$ cat src/rtl/cnt_sched.sv
// Round-robin burst scheduler driving a shared wrap-around counter.
// Two requesters compete for the counter; the winner's direction and
// length are latched at grant time and the burst runs to completion.
module cnt_sched #(
    parameter logic [3:0] Max = 4'd15,
    parameter logic [3:0] Min = 4'd0
) (
    input  logic       clk,
    input  logic       rst_n,
    input  logic [1:0] req,
    input  logic       dir0,
    input  logic       dir1,
    input  logic [3:0] len0,
    input  logic [3:0] len1,
    output logic [1:0] gnt,
    output logic [1:0] done,
    output logic       busy,
    output logic       owner,
    output logic [3:0] cnt
);

    typedef enum logic [1:0] {
        IDLE,
        RUN,
        DONE
    } state_t;

    state_t     state;
    state_t     state_nxt;
    logic [3:0] rem;
    logic       dir_q;
    logic       last;
    logic       zero_wait;
    logic       accept;
    logic       winner;
    logic       win_dir;
    logic [3:0] win_len;
    logic [3:0] cnt_step;

    // Arbitration: a lone requester wins; on contention the one not
    // granted last wins. 'last' resets to 1 so requester 0 goes first.
    always_comb begin
        accept  = (state == IDLE) && (req != 2'b00);
        winner  = (req == 2'b11) ? ~last : req[1];
        win_dir = winner ? dir1 : dir0;
        win_len = winner ? len1 : len0;
    end

    // Next counter value for one step in the latched direction, wrapping
    // between Min and Max.
    always_comb begin
        cnt_step = cnt;
        if (dir_q) begin
            cnt_step = (cnt == Max) ? Min : cnt + 4'd1;
        end else begin
            cnt_step = (cnt == Min) ? Max : cnt - 4'd1;
        end
    end

    // State register.
    always_ff @(posedge clk) begin
        if (!rst_n) begin
            state <= IDLE;
        end else begin
            state <= state_nxt;
        end
    end

    // Next-state logic. A zero-length burst dwells in DONE for an extra
    // cycle so its done pulse lands after, not on top of, the grant.
    always_comb begin
        state_nxt = state;
        case (state)
            IDLE: begin
                if (accept) begin
                    state_nxt = (win_len != 4'd0) ? RUN : DONE;
                end
            end
            RUN: begin
                if (rem <= 4'd1) begin
                    state_nxt = DONE;
                end
            end
            DONE: begin
                if (!zero_wait) begin
                    state_nxt = IDLE;
                end
            end
            default: state_nxt = IDLE;
        endcase
    end

    // Datapath: latch the burst at grant, step the counter while running.
    always_ff @(posedge clk) begin
        if (!rst_n) begin
            cnt       <= Min;
            rem       <= 4'd0;
            dir_q     <= 1'b0;
            owner     <= 1'b0;
            last      <= 1'b1;
            gnt       <= 2'b00;
            zero_wait <= 1'b0;
        end else begin
            gnt <= 2'b00;
            case (state)
                IDLE: begin
                    if (accept) begin
                        owner     <= winner;
                        last      <= winner;
                        dir_q     <= win_dir;
                        rem       <= win_len;
                        gnt       <= winner ? 2'b10 : 2'b01;
                        zero_wait <= (win_len == 4'd0);
                    end
                end
                RUN: begin
                    cnt <= cnt_step;
                    rem <= rem - 4'd1;
                end
                DONE: begin
                    zero_wait <= 1'b0;
                end
                default: begin
                    zero_wait <= 1'b0;
                end
            endcase
        end
    end

    // Status outputs decoded from the state.
    always_comb begin
        busy = (state != IDLE);
        done = 2'b00;
        if ((state == DONE) && !zero_wait) begin
            done = owner ? 2'b10 : 2'b01;
        end
    end

endmodule

$ cat config.mk
export PLATFORM = sky130hd
export DESIGN_NAME = cnt_sched
export DESIGN_NICKNAME = d
export VERILOG_FILES = /design/src/rtl/cnt_sched.sv
export SDC_FILE = /design/constraint.sdc
export NUM_CORES = 1
export LEC_CHECK = 0
export BUFFER_PORTS_ARGS = -buffer_cell sky130_fd_sc_hd__buf_2
export CELL_PAD_IN_SITES_DETAIL_PLACEMENT = 1
export CELL_PAD_IN_SITES_GLOBAL_PLACEMENT = 1
export CORE_MARGIN = 2
export CORE_UTILIZATION = 32
export DETAILED_ROUTE_END_ITERATION = 6
export PLACE_DENSITY = 0.65
export SLEW_MARGIN = 20
export SYNTH_ARGS = -nofsm -noshare
export SYNTH_HDL_FRONTEND = slang
export SYNTH_SLANG_ARGS = --single-unit
$ cat constraint.sdc
create_clock -name clk -period 3.35 [get_ports clk]
set_clock_uncertainty 0.2 [all_clocks]
set_input_delay 0.67 -clock clk [delete_from_list [all_inputs] [get_ports clk]]
set_output_delay 0.67 -clock clk [all_outputs]
set_load 0.03 [all_outputs]
==> metrics <==
run status completed; vias in the first global route 883; Area Growth Syn to Fin 18.4%; Slew HR 61.5%; first-pass GRT wire length 4210 microns; Setup Buffers After CTS 0; core area 2760 sq um; fmax 0.447 GHz; DRT antenna net count 0; Crit path required time 2.48 ns; vias per inst 5.59; Util after Layout 40.2%; Synth area leaders dfxtp_1, mux2i_1, ha_1, o21ai_0, nor2_1; crit share post-route 66.7%; Synth Area per Inst 8.91 sq um; slack of the critical path 1.11 ns; pwr/cell area 620 nW/um^2; GRT overflow 0; most frequent cell after synthesis dfxtp_1; Routability Congestion 0.819; Worst Setup Path Type reg2out; Post-CTS Hold Fix Bufs 0; Vias 889; clk slew on worst S/H paths 0.10 ns; ANT cells 0; initial antenna violation count 0; synth warn 0; Critical Path Start Type flip-flop; pin count of the biggest net entering global routing 17; crit path max fanout 12; Routed WL 2420 microns; Yosys cell types 40; WL/cell 15.2 microns; GRT Util Overall 16.4%; Worst Max-Slew Pin Slew 0.573 ns; CTS tree built; Register-to-Register Path Depth 4; Total Neg Setup Slack 0 ns; Post-synth ARST share 0%; Mapped Cells 105; Clock Latency Late Sink 0.30 ns; hold path endpoint cnt[1]$_SDFFE_PN0N_; die span in y 58.1 microns; Max Buffers Root-to-Sink 2; Crit Reg-Reg Startpoint state[0]$_SDFFE_PN0P_; residual DRC count 0; Worst Min Path Start cnt[1]$_SDFFE_PN0N_; Ports 24; share of cells above drive strength 1 26.6%; Place WS 1.25 ns; FF+latch count, synth 16; Iteration-0 DRC Markers 13; Sinks on Clock Net 16; H-tree lvl count 1; Die ar. 3370 sq um; leak pwr 0.000472 uW; CTS resizes 0; hpwl dp 1870 microns; Worst Hold Class reg2reg; CTS Buf Count 3; Post-synth EDFFs 0; Final Critical Period 2.24 ns; Core Rows 19; register area share after synthesis 34.2%; Final Hold Viols 0; fin. max-slew vios 0; Syn Nets 123; I/O Buffers 23; worst reg2reg setup slack 1.60 ns; Pre-Repair DR Iteration Count 4; root buffer cell clkbuf_4; Initial Utilization 33.9%; Cell Area, Synth 936 sq um; leading area contributor after synthesis dfxtp_1; reg2reg end state[0]$_SDFFE_PN0P_; count of final setup violators 0; CP arrival 1.37 ns; unrepaired setup endpoints after global routing no; crit path capture type output pin; number of max-cap violations 0; WHS Path Cells 2; Fin Hold WS 0.353 ns; Main synth FF type dfxtp_1; Max VDD drop 0.000303 V; top-area cell type share of the netlist area 34.2%; Die W 58.1 microns; Synth top cells by count dfxtp_1, nor2_1, o21ai_0, mux2i_1, inv_1; Nets 147
## power by group
part	internal (uW)	leakage (uW)	switching (uW)
Clock	66.3	0.0000210	67.1
Combinational	117	0.000319	158
Sequential	226	0.000132	52.7
## cell families after synthesis
| family | Yosys count | synth area share, % |
|---|---|---|
| simple gates | 34 | 20.5 |
| buf+inv | 10 | 4.28 |
| flops | 16 | 34.2 |
| compound gates | 29 | 22.6 |
| mux | 9 | 10.3 |
| xor+xnor | 3 | 2.81 |
| fa+ha+maj | 4 | 5.35 |
## registers in the layout, indices dropped and copies added, names as in the netlist
name / count
gnt: 2
cnt: 4
last: 1
dir_q: 1
owner: 1
zero_wait: 1
rem: 4
state: 2
## area by class of cell
class                      count  area, sq um
timing repair buffer          23          115
inverter                       6         22.5
sequential                    16          320
fill                         343         1650
tap                           31         38.8
multi-input combinational     79          576
clock buffer                   4         36.3
## worst max-delay path: stages, from the launching register on
cell	delay (ns)
dfxtp_1	0.52
nor4bb_1	0.31
buf_2	0.24
## through the flow
step | power, uW | cells | instance area (sq um)
after floorplan | 481 | 105 | 936
after global placement | 552 | 155 | 1070
after detailed placement | 563 | 155 | 1070
after CTS | 701 | 159 | 1110
after global routing | 748 | 159 | 1110
final | 688 | 159 | 1110
## per-layer routing
layer	vias to the layer above	track usage [%]	wire (microns)
met5	-	0	0
met4	0	6.98	53
met3	5	2.46	77
met2	17	27.4	1200
met1	429	20.9	1090
li1	438	-	-
## worst max-delay path by stage
stage | start | to | slack (ns) | cells after the start
floorplan | state[1]$_SDFFE_PN0P_ | done[0] | 0.88 | 2
global placement | req[1] | state[0]$_SDFFE_PN0P_ | 1.33 | 5
detailed placement | req[1] | state[0]$_SDFFE_PN0P_ | 1.25 | 5
CTS | state[1]$_SDFFE_PN0P_ | done[1] | 1.08 | 2
global route | state[1]$_SDFFE_PN0P_ | done[0] | 0.96 | 2
finish | state[1]$_SDFFE_PN0P_ | done[1] | 1.11 | 2
## layout by cell type, fill, tap and decap left out, types with 4 or more instances in the layout
cell type / Yosys / routed
buf_2: 2 / 23
ha_1: 4 / 4
inv_1: 5 / 5
mux2i_1: 7 / 7
dfxtp_1: 16 / 16
o21ai_0: 9 / 9
nor2_1: 10 / 10
Power figures use the tool's default switching activity.
